`config.mk`:
```
export PLATFORM = sky130hd
export DESIGN_NAME = fetch_pc_unit
export DESIGN_NICKNAME = d
export VERILOG_FILES = /design/src/rtl/cpu_pkg.sv /design/src/rtl/fetch_if_id_reg.sv /design/src/rtl/fetch_pc_unit.sv
export SDC_FILE = /design/constraint.sdc
export NUM_CORES = 1
export LEC_CHECK = 0
export CAP_MARGIN = 10
export CORE_MARGIN = 2
export CORE_UTILIZATION = 53
export CTS_BUF_LIST = sky130_fd_sc_hd__clkbuf_8
export CTS_CLUSTER_SIZE = 30
export DETAILED_ROUTE_END_ITERATION = 10
export GPL_TIMING_DRIVEN = 0
export MAX_ROUTING_LAYER = met4
export PLACE_DENSITY = 0.87
export SETUP_SLACK_MARGIN = 0.05
export SLEW_MARGIN = 15
export SYNTH_ARGS = -nofsm -noshare
export SYNTH_HDL_FRONTEND = slang
export SYNTH_SLANG_ARGS = --single-unit
```
`constraint.sdc`:
```
create_clock -name i_clk -period 14.65 [get_ports i_clk]
set_input_delay 2.93 -clock i_clk [delete_from_list [all_inputs] [get_ports i_clk]]
set_output_delay 2.93 -clock i_clk [all_outputs]
set_load 0.01 [all_outputs]
```
`src/rtl/cpu_pkg.sv`:
```
// Shared types and constants for the ARMv8 fetch stage.
// Pure declarations; no timing or flow-control behaviour of its own.
package cpu_pkg;

  localparam int XLEN    = 64;
  localparam int INSTR_W = 32;
  localparam logic [XLEN-1:0] PC_STEP = 64'd4;

  typedef enum logic [1:0] {
    BOOT  = 2'd0,
    RUN   = 2'd1,
    HALT  = 2'd2,
    FAULT = 2'd3
  } fetch_state_t;

  function automatic logic is_word_aligned(input logic [XLEN-1:0] addr);
    return addr[1:0] == 2'b00;
  endfunction

endpackage

```
`src/rtl/fetch_if_id_reg.sv`:
```
// IF/ID pipeline register: one-cycle capture of {pc, pc+4, instr, valid}.
// Holds when neither load nor bubble is asserted; bubble only clears valid.
module fetch_if_id_reg
  import cpu_pkg::*;
(
  input  logic               clk,
  input  logic               rst,
  input  logic               load,
  input  logic               bubble,
  input  logic [XLEN-1:0]    pc,
  input  logic [INSTR_W-1:0] instr,
  output logic [XLEN-1:0]    if_pc,
  output logic [XLEN-1:0]    if_pc_plus4,
  output logic [INSTR_W-1:0] if_instr,
  output logic               if_valid
);

  always_ff @(posedge clk or posedge rst) begin
    if (rst) begin
      if_pc       <= '0;
      if_pc_plus4 <= PC_STEP;
      if_instr    <= '0;
      if_valid    <= 1'b0;
    end else if (load) begin
      if_pc       <= pc;
      if_pc_plus4 <= pc + PC_STEP;
      if_instr    <= instr;
      if_valid    <= 1'b1;
    end else if (bubble) begin
      // Payload is left stale on purpose; downstream qualifies it with valid.
      if_valid    <= 1'b0;
    end
  end

endmodule

```
`src/rtl/fetch_pc_unit.sv`:
```
// Fetch stage: PC register, next-PC select, BOOT/RUN/HALT/FAULT control and fetch counter.
// One-cycle fetch latency; stall holds PC and IF/ID, taken branch overrides stall with a bubble.
module fetch_pc_unit
  import cpu_pkg::*;
#(
  parameter logic [63:0] RESET_PC = 64'h0,
  parameter int          CNT_W    = 32
) (
  input  logic               i_clk,
  input  logic               i_rst,
  input  logic               i_stall,
  input  logic               i_br_taken,
  input  logic [XLEN-1:0]    i_br_target,
  input  logic               i_halt,
  input  logic [INSTR_W-1:0] i_instr,
  output logic [XLEN-1:0]    o_imem_addr,
  output logic [XLEN-1:0]    o_if_pc,
  output logic [XLEN-1:0]    o_if_pc_plus4,
  output logic [INSTR_W-1:0] o_if_instr,
  output logic               o_if_valid,
  output logic               o_fault,
  output logic [CNT_W-1:0]   o_fetch_cnt
);

  fetch_state_t    state;
  logic [XLEN-1:0] pc;
  logic            load;
  logic            bubble;

  // Priority in RUN: halt, then any taken branch, then stall, then sequential fetch.
  always_comb begin
    load   = 1'b0;
    bubble = 1'b0;
    case (state)
      RUN: begin
        if (i_halt || i_br_taken) bubble = 1'b1;
        else if (!i_stall)        load   = 1'b1;
      end
      default: bubble = 1'b1;
    endcase
  end

  always_ff @(posedge i_clk or posedge i_rst) begin
    if (i_rst) begin
      state       <= BOOT;
      pc          <= RESET_PC;
      o_fault     <= 1'b0;
      o_fetch_cnt <= '0;
    end else begin
      case (state)
        BOOT: state <= RUN;
        RUN: begin
          if (i_halt) begin
            state <= HALT;
          end else if (i_br_taken) begin
            if (!is_word_aligned(i_br_target)) begin
              state   <= FAULT;
              o_fault <= 1'b1;
            end else begin
              pc <= i_br_target;
            end
          end else if (!i_stall) begin
            pc          <= pc + PC_STEP;
            o_fetch_cnt <= o_fetch_cnt + CNT_W'(1);
          end
        end
        default: ;
      endcase
    end
  end

  assign o_imem_addr = pc;

  fetch_if_id_reg u_if_id (
    .clk         (i_clk),
    .rst         (i_rst),
    .load        (load),
    .bubble      (bubble),
    .pc          (pc),
    .instr       (i_instr),
    .if_pc       (o_if_pc),
    .if_pc_plus4 (o_if_pc_plus4),
    .if_instr    (o_if_instr),
    .if_valid    (o_if_valid)
  );

endmodule

```
After elaboration in Yosys (flattened, before gate mapping)
Cells that the tools add are included.

word-level totals
  flip-flop bits (word level) = 260
  input bits = 101
  output and inout port bits = 258
  logic and storage cells = 42

cells by class
  add/sub/neg operators = 2
  eq/ne operators = 5
  muxes and demuxes = 14
  bitwise operators = 4
  reductions and logical operators = 9

operator list
  kind                   number
  $mux 64                3
  $add 64x3->64 const B  1
  $add 32x1->32 const B  1
  $reduce_and 4->1       3
  $mux 1                 7
  $mux 2                 3
  $ne 3x3->1 const B     2
  $logic_not 2->1        2
  $ne 2x1->1 const B     2
  $not 1->1              4
  $pmux 2 s2             1
  $reduce_bool 2->1      2
  $reduce_and 3->1       1
  $eq 2x1->1 const B     1
  $logic_or 1x1->1       1

Longest topological paths before layout
Gate-level depths: netlist of the first run.

  depth in word-level cells = 5
  depth in mapped cells = 9
  mapped depth without buffers = 7

Hierarchy
A second synthesis of the first run with hierarchy kept.

second synthesis, totals
  cells, all modules = 1318
  area, all modules = 12944.9 um^2

modules (own cells, without submodules)
  module           times used  cells an instance  area an instance (um^2)  sequential area each (um^2)
  fetch_if_id_reg  1           628                7181.9                   3980.1
  fetch_pc_unit    1           690                5763.0                   2477.4

Worst setup path after synthesis of the first run
OpenSTA, ideal clock, no wires.

  kind = input to register
  start point = input port i_br_taken
  end point = register o_fetch_cnt[31]
  setup time = 0.079 ns
  data arrival time = 4.781 ns
  data required time = 14.571 ns
  slack = 9.790 ns
  cell stages on the path = 7
  buffers on the path = 1
  cells stage by stage = clkbuf_8 > or2_2 > or4_4 > nor4_4 > and2_4 > nor3b_2 > xor2_1

on the way
  word-level cells in the longest chain between the ends = 2

ends and longest elaborated chain
  element                            RTL line             RTL
  start: declaration                 fetch_pc_unit.sv:12  input logic i_br_taken,
  $not 1->1 (no source line)         -
  $reduce_and 4->1 (no source line)  -
  end signal: assignment             fetch_pc_unit.sv:64  o_fetch_cnt <= o_fetch_cnt + CNT_W'(1);
  end: declaration                   fetch_pc_unit.sv:22  output logic [CNT_W-1:0] o_fetch_cnt

Every way passes these cells.
A chain may end at the register's enable or synchronous reset.

Worst setup path in the final report of the first run
  start point = input port i_halt
  end point = register pc[40] (netlist: o_imem_addr[40])

on the way
  word-level cells in the longest chain between the ends = 2

ends and longest elaborated chain
  element                            RTL line             RTL
  start: declaration                 fetch_pc_unit.sv:14  input logic i_halt,
  $not 1->1 (no source line)         -
  $reduce_and 4->1 (no source line)  -
  end signal: assignment             fetch_pc_unit.sv:60  pc <= i_br_target;
  end signal: assignment             fetch_pc_unit.sv:63  pc <= pc + PC_STEP;
  end: declaration                   fetch_pc_unit.sv:26  logic [XLEN-1:0] pc;

Every way passes these cells.

==> results of run 1 <==
[registers in the layout (all words and copies together), names as in the netlist]
register	flops
u_if_id.if_valid	1
u_if_id.if_pc	64
u_if_id.if_instr	32
o_fault	1
u_if_id.if_pc_plus4	62
state	2
o_imem_addr	64
o_fetch_cnt	32
[worst min-delay path: stages (launching register included)]
cell and delay (ns):
dfrtp_1 0.33, nand2_1 0.05, nand2_1 0.05
[kinds of logic after synthesis]
family | Yosys count
buffers and inverters | 103
adders and majority gates | 2
DFF | 258
muxes | 2
AOI/OAI and AO/OA | 211
xor gates and xnor gates | 80
and+or+nand+nor | 672
[layer usage]
layer  wire, µm  track usage, %
met4       2410            20.2
met1      17100            49.3
met2      19800            55.9
met5          0               -
met3       4770            7.98
[cells in the mapped netlist (11+ instances only)]
library cell | instances | area (µm²)
nor2_1 | 62 | 233
a22oi_1 | 16 | 120
o311ai_0 | 12 | 105
xnor2_1 | 46 | 403
inv_1 | 13 | 48.8
or3_1 | 13 | 81.3
clkbuf_1 | 74 | 278
o21ai_0 | 112 | 561
dfrtp_1 | 257 | 6430
o211ai_1 | 11 | 82.6
nor3_1 | 22 | 110
nand2_1 | 414 | 1550
nand4_1 | 30 | 188
a21oi_1 | 22 | 110
and3_1 | 26 | 163
nand3_1 | 50 | 250
xor2_1 | 34 | 298
[worst max path at each step]
stage / start / endpoint / slack (ns) / cells after the start
floorplan: i_rst / o_fault / 4.62 / 1
global placement: i_rst / u_if_id.if_instr[4] / 1.39 / 2
detailed placement: i_halt / o_imem_addr[40] / 8.53 / 8
CTS: i_halt / o_imem_addr[40] / 9.06 / 8
global route: i_halt / o_imem_addr[40] / 8.86 / 8
finish: i_halt / o_imem_addr[40] / 8.93 / 8
[final cells by class]
cell class	instances	area share, %
sequential	258	38.4
multi-input combinational	967	30.2
timing repair buffer	359	21.6
clock buffer	56	4.59
buffer	90	2.20
tap	280	2.08
clock inverter	21	0.536
inverter	13	0.335
antenna	3	0.0447
[stage by stage]
| stage | hold WS, ns | std cells | setup WS [ns] |
|---|---|---|---|
| 2_1_floorplan | 0.472 | 1328 | 4.62 |
| 3_3_place_gp | 0.457 | 1965 | 1.39 |
| 4_1_cts | 0.477 | 2044 | 9.06 |
| 3_5_place_dp | 0.462 | 1967 | 8.53 |
| 6_report | 0.472 | 2047 | 8.93 |
| 5_1_grt | 0.495 | 2047 | 8.86 |
[power breakdown]
part | switching [mW] | internal [mW] | total (mW)
combinational | 0.0640 | 0.0676 | 0.132
clock | 0.297 | 0.342 | 0.638
sequential | 0.0166 | 0.729 | 0.745
total | 0.377 | 1.14 | 1.52
==> metrics, run 1 <==
Via density a little under 6; final instance area about 0.017 mm²; most common cell after layout, fill and taps aside nand2_1; sequential area share after synthesis between 50 and 60%; share of the cycle needed by the critical path after routing between 30 and 40%; xor/xnor share of the synthesized area 5.86%; num ports about 360; main combinational cell family by area after synthesis simple AND/OR/NAND/NOR gates; Post-DP HPWL ~31000 µm; Post-Syn Instances 1328; drt pass-1 iters 6; Crit path top cell by count clkbuf_1; Iteration-0 DRC Markers ~1300; Max-cap violations 0; FMAX 0.175 GHz; Max Clock Skew approximately 0.03 ns; sequential cell area 0.00646 mm²; RSZ-0062 raised after global routing no; Area Overhead vs Synth 40.6%; crit path time final 5.72 ns; Yosys warnings 0; CP Cell Sequence clkdlybuf4s50_1, nor3b_1, o21ai_0, clkbuf_1, nor2_1, clkbuf_1, nand2_1, o311ai_0; Crit path largest cell delay 0.70 ns; Worst path slowest cell nor2_1; Slew headroom a little under a third; RD Place Congestion ~0.95; Peak VDD IR between 0.00008 and 0.00009 V; mux cell area share after synthesis less than 1%; global-route wire length before repair slightly below 70000 µm; post-synthesis compound-gate area fraction between 10% and 20%; distinct cell type count after synthesis between 50 and 60; Final ANT Viol Nets 0; grt total ovfl 0; number of fill cells 1521; wire per inst about 22 µm; Die Ht around 150 µm; largest net degree at the start of global routing 114; initial core utilization between 50% and 60%; post_cts resized 0; Die W approximately 150 µm; CTS tree done; crit path max fanout 10; Longest Clk Path Bufs 3; Final Max Slew Viols 0; CP endpoint kind flop; reg-to-reg startpoint o_imem_addr[2]; R2R setup slack around 11 ns; WP data arrival 6.16 ns; Clock Sink Count roughly 260; Avg Inst Size Synth 9.00 µm²; Post-route DRC 0; initial antenna violation count 3; worst reg2reg path depth 9; syn_nets about 1400; final core utilization 76.5%; via count 12112; hold path startpoint u_if_id.if_instr[17]; core area approximately 0.022 mm²; hold endpoint u_if_id.if_instr[17]; most frequent cells in the layout nand2_1 (414), clkdlybuf4s50_1 (357), dfrtp_1 (257), o21ai_0 (112), clkbuf_1 (74); layout cell share with drive strength beyond 1 5.22%; synthesis-stage register bit count approximately 260; Hold Fails Final Rpt 0; Crit path required time between 15 and 20 ns; Worst Hold Depth 2; total CTS buffers between 40 and 50; Net count, final between 1500 and 2000; Total GRT Usage 37.8%; Top delay family on crit path buffers and inverters; H-Tree Depth 2; Power Total between 1.5 and 2 mW; Synth async-reset ratio 100%; LEAKAGE 7.56 nW; Hold/Removal Path Class flop to flop; hold buffer count at cts 0; Post-Route WL 44100 µm; Setup TNS Final 0 ns; Synth Area in Adders less than 1%; CTS root buffer clkbuf_8; Post-synth EDFFs 0; Worst Tran Pin Value ~1.0 ns; Worst-path clk slew roughly 0.060 ns; FP Rows 54; main flop type after synthesis dfrtp_1; Placed Area about 0.016 mm²; vias in the first global route 11892; pwr dens ~90 mW/mm²; Critical Path Source Type input pin; final setup fails 0; status finished clean; synthesized area 0.0120 mm²; reg2reg end o_imem_addr[62]; die area 0.0238 mm²; Crit Path Class input pin to flop; Post-CTS Setup Inserts 0; simple-gate share of the synthesized area about 25%; port buffer count around 360; Bufs and invs on worst path 3; clock latency on the worst-skew pair between 0.5 and 0.6 ns; area of the multi-input gates 0.00507 mm²
Power figures use the tool's default switching activity.
==> run 2, diff against run 1 <==
--- a/config.mk
+++ b/config.mk
@@ -7,13 +7,13 @@
 export LEC_CHECK = 0
 export CAP_MARGIN = 10
 export CORE_MARGIN = 2
-export CORE_UTILIZATION = 53
+export CORE_UTILIZATION = 49
 export CTS_BUF_LIST = sky130_fd_sc_hd__clkbuf_8
 export CTS_CLUSTER_SIZE = 30
 export DETAILED_ROUTE_END_ITERATION = 10
 export GPL_TIMING_DRIVEN = 0
 export MAX_ROUTING_LAYER = met4
-export PLACE_DENSITY = 0.87
+export PLACE_DENSITY = 0.81
 export SETUP_SLACK_MARGIN = 0.05
 export SLEW_MARGIN = 15
 export SYNTH_ARGS = -nofsm -noshare
==> constraint.sdc (replaced) <==
create_clock -name i_clk -period 5.9 [get_ports i_clk]
set_input_delay 1.18 -clock i_clk [delete_from_list [all_inputs] [get_ports i_clk]]
set_output_delay 1.18 -clock i_clk [all_outputs]
set_load 0.01 [all_outputs]
==> run 2 against run 1 <==
Register-to-register slack got worse by 8.7 ns. First-iteration DRC count up 14%. Global-route usage down 3.0 points. Power increased to 2.5 times the previous value. Core utilization down 6.0 points. Count of clock-buffer cells in the layout unchanged.
==> metrics, run 2 (synthesis results as in run 1) <==
Sw Ratio between 20% and 30%; RSZ-0062 raised after global routing no; CTS root buffer clkbuf_8; Hold Fails Final Rpt 0; sequential cell area around 0.0065 mm²; CP Cell Sequence clkdlybuf4s50_1, nor3b_1, nand2_1, clkbuf_1, clkbuf_1, clkbuf_1, nand2_1, nand2_1; H-Tree Depth 2; worst hold margin roughly 0.46 ns; final setup fails 0; Critical Path Source Type input pin; Max Clock Skew 0.0285 ns; core area 0.0241 mm²; most frequent cells in the layout nand2_1 (414), clkdlybuf4s50_1 (357), dfrtp_1 (257), o21ai_0 (112), clkbuf_1 (74); Setup TNS Final 0 ns; number of fill cells between 1500 and 2000; Post-Route WL ~44000 µm; hold buffer count at cts 0; Peak VDD IR between 0.00015 and 0.0002 V; port buffer count 357; Final Max Slew Viols 0; CP endpoint kind flop; Placed Area 0.0161 mm²; Top delay family on crit path buffers and inverters; wire per inst approximately 21 µm; Post-CTS Setup Inserts 0; Sequential Power Share between 40% and 50%; Bufs and invs on worst path 4; die area about 0.026 mm²; Worst-path clk slew roughly 0.060 ns; Slew headroom 31.8%; post_cts resized 0; most common cell after layout, fill and taps aside nand2_1; num ports 359; status finished clean; Worst Tran Pin Value between 1 and 1.5 ns; Post-DP HPWL 32200 µm; crit path max fanout 10; Clock Sink Count approximately 260; grt total ovfl 0; initial core utilization around 50%; Worst path slowest cell clkbuf_1; internal power between 2 and 3 mW; Net count, final approximately 1800; Hold/Removal Path Class flop to flop; drt pass-1 iters 6; Die W about 160 µm; Total GRT Usage a little over a third; Crit path required time between 6 and 7 ns; global-route wire length before repair around 67000 µm; vias in the first global route 11602; Post-Layout Cell Count between 2000 and 2500; Crit path largest cell delay roughly 0.83 ns; area of the multi-input gates a little over 0.005 mm²; clock network power share between 40% and 50%; Die Ht about 160 µm; largest net degree at the start of global routing 36; RD Place Congestion about 0.94; Via density roughly 5.7; LEAKAGE between 7 and 8 nW; FP Rows 57; total CTS buffers 43; sw power approximately 930 µW; initial antenna violation count 5; pwr dens 224 mW/mm²; crit path time final 3.97 ns; FMAX ~0.25 GHz; Iteration-0 DRC Markers 1443; CTS tree done; WP data arrival 4.45 ns; share of the cycle needed by the critical path after routing between 60% and 70%; Placed Instances around 2000; Max-cap violations 0; layout cell share with drive strength beyond 1 5.71%; Post-route DRC 0; Crit Path Class input pin to flop; via count between 10000 and 15000; Final ANT Viol Nets 0; Area Overhead vs Synth 42.4%; Longest Clk Path Bufs 3; final instance area around 0.017 mm²; clock latency on the worst-skew pair around 0.56 ns; Comb power frac under 10%
-- run 2: path summary, 6_finish.rpt --
kind	start	to	slack, ns	depth (start not counted)
setup / recovery	i_halt	u_if_id.if_pc[23]	1.93	8
hold / removal	o_fetch_cnt[31]	o_fetch_cnt[31]	0.46	1
setup reg to reg	o_imem_addr[2]	o_imem_addr[62]	2.47	9
hold reg to reg	o_fetch_cnt[31]	o_fetch_cnt[31]	0.46	1
max in group asynchronous	i_rst	u_if_id.if_instr[1]	3.92	6
min in group asynchronous	i_rst	u_if_id.if_pc[23]	0.92	2
-- run 2: stage by stage --
step | total power [mW] | worst slack, ns | util (%)
floorplan | 2.00 | 1.32 | -
global placement | 2.19 | -0.623 | 66.1
detailed placement | 2.22 | 1.46 | 66.9
CTS | 3.82 | 2.00 | 70.5
global route | 3.93 | 1.87 | 70.6
finish | 3.81 | 1.93 | 70.6
-- run 2: routing by layer --
layer | GRT usage (%) | part of all wire (%) | vias to the layer above
li1 | - | - | 5339
met1 | 44.1 | 39 | 5707
met2 | 53.1 | 46 | 721
met3 | 8.49 | 11 | 155
met4 | 16.3 | 5.0 | 0
met5 | - | 0 | -
-- run 2: area by class of cell --
cell class              instances  share of cell area, %
plain buffers                  90                   2.17
clock buffers                  56                   4.53
repair buffers                366                   22.1
inverters                      13                  0.309
diodes                          5                 0.0736
well taps                     324                   2.38
multi-input cells             967                   29.8
clock inverters                20                  0.633
flip-flops and latches        258                   38.0
-- run 2: power by group through the flow --
stage / clock network, mW / logic, mW / registers [mW]
floorplan: 0 / 0.108 / 1.89
global placement: 0 / 0.313 / 1.88
detailed placement: 0 / 0.335 / 1.88
CTS: 1.63 / 0.337 / 1.85
global route: 1.72 / 0.362 / 1.85
finish: 1.62 / 0.337 / 1.85
==> run 3, diff against run 2 <==
==> constraint.sdc (replaced) <==
create_clock -name i_clk -period 3.8 [get_ports i_clk]
set_input_delay 0.76 -clock i_clk [delete_from_list [all_inputs] [get_ports i_clk]]
set_output_delay 0.76 -clock i_clk [all_outputs]
set_load 0.01 [all_outputs]
==> results of run 3 <==
The final DEF is identical to that of run 2. Status: finished clean.
Main changes from that run: setup slack after placement 1.46 ns -> -0.216 ns; setup slack after layout 1.93 ns -> 0.250 ns; register-to-register setup slack 2.47 ns -> 0.37 ns; total power 3.81 mW -> 5.91 mW; worst IR drop on VDD 0.000165 V -> 0.000257 V
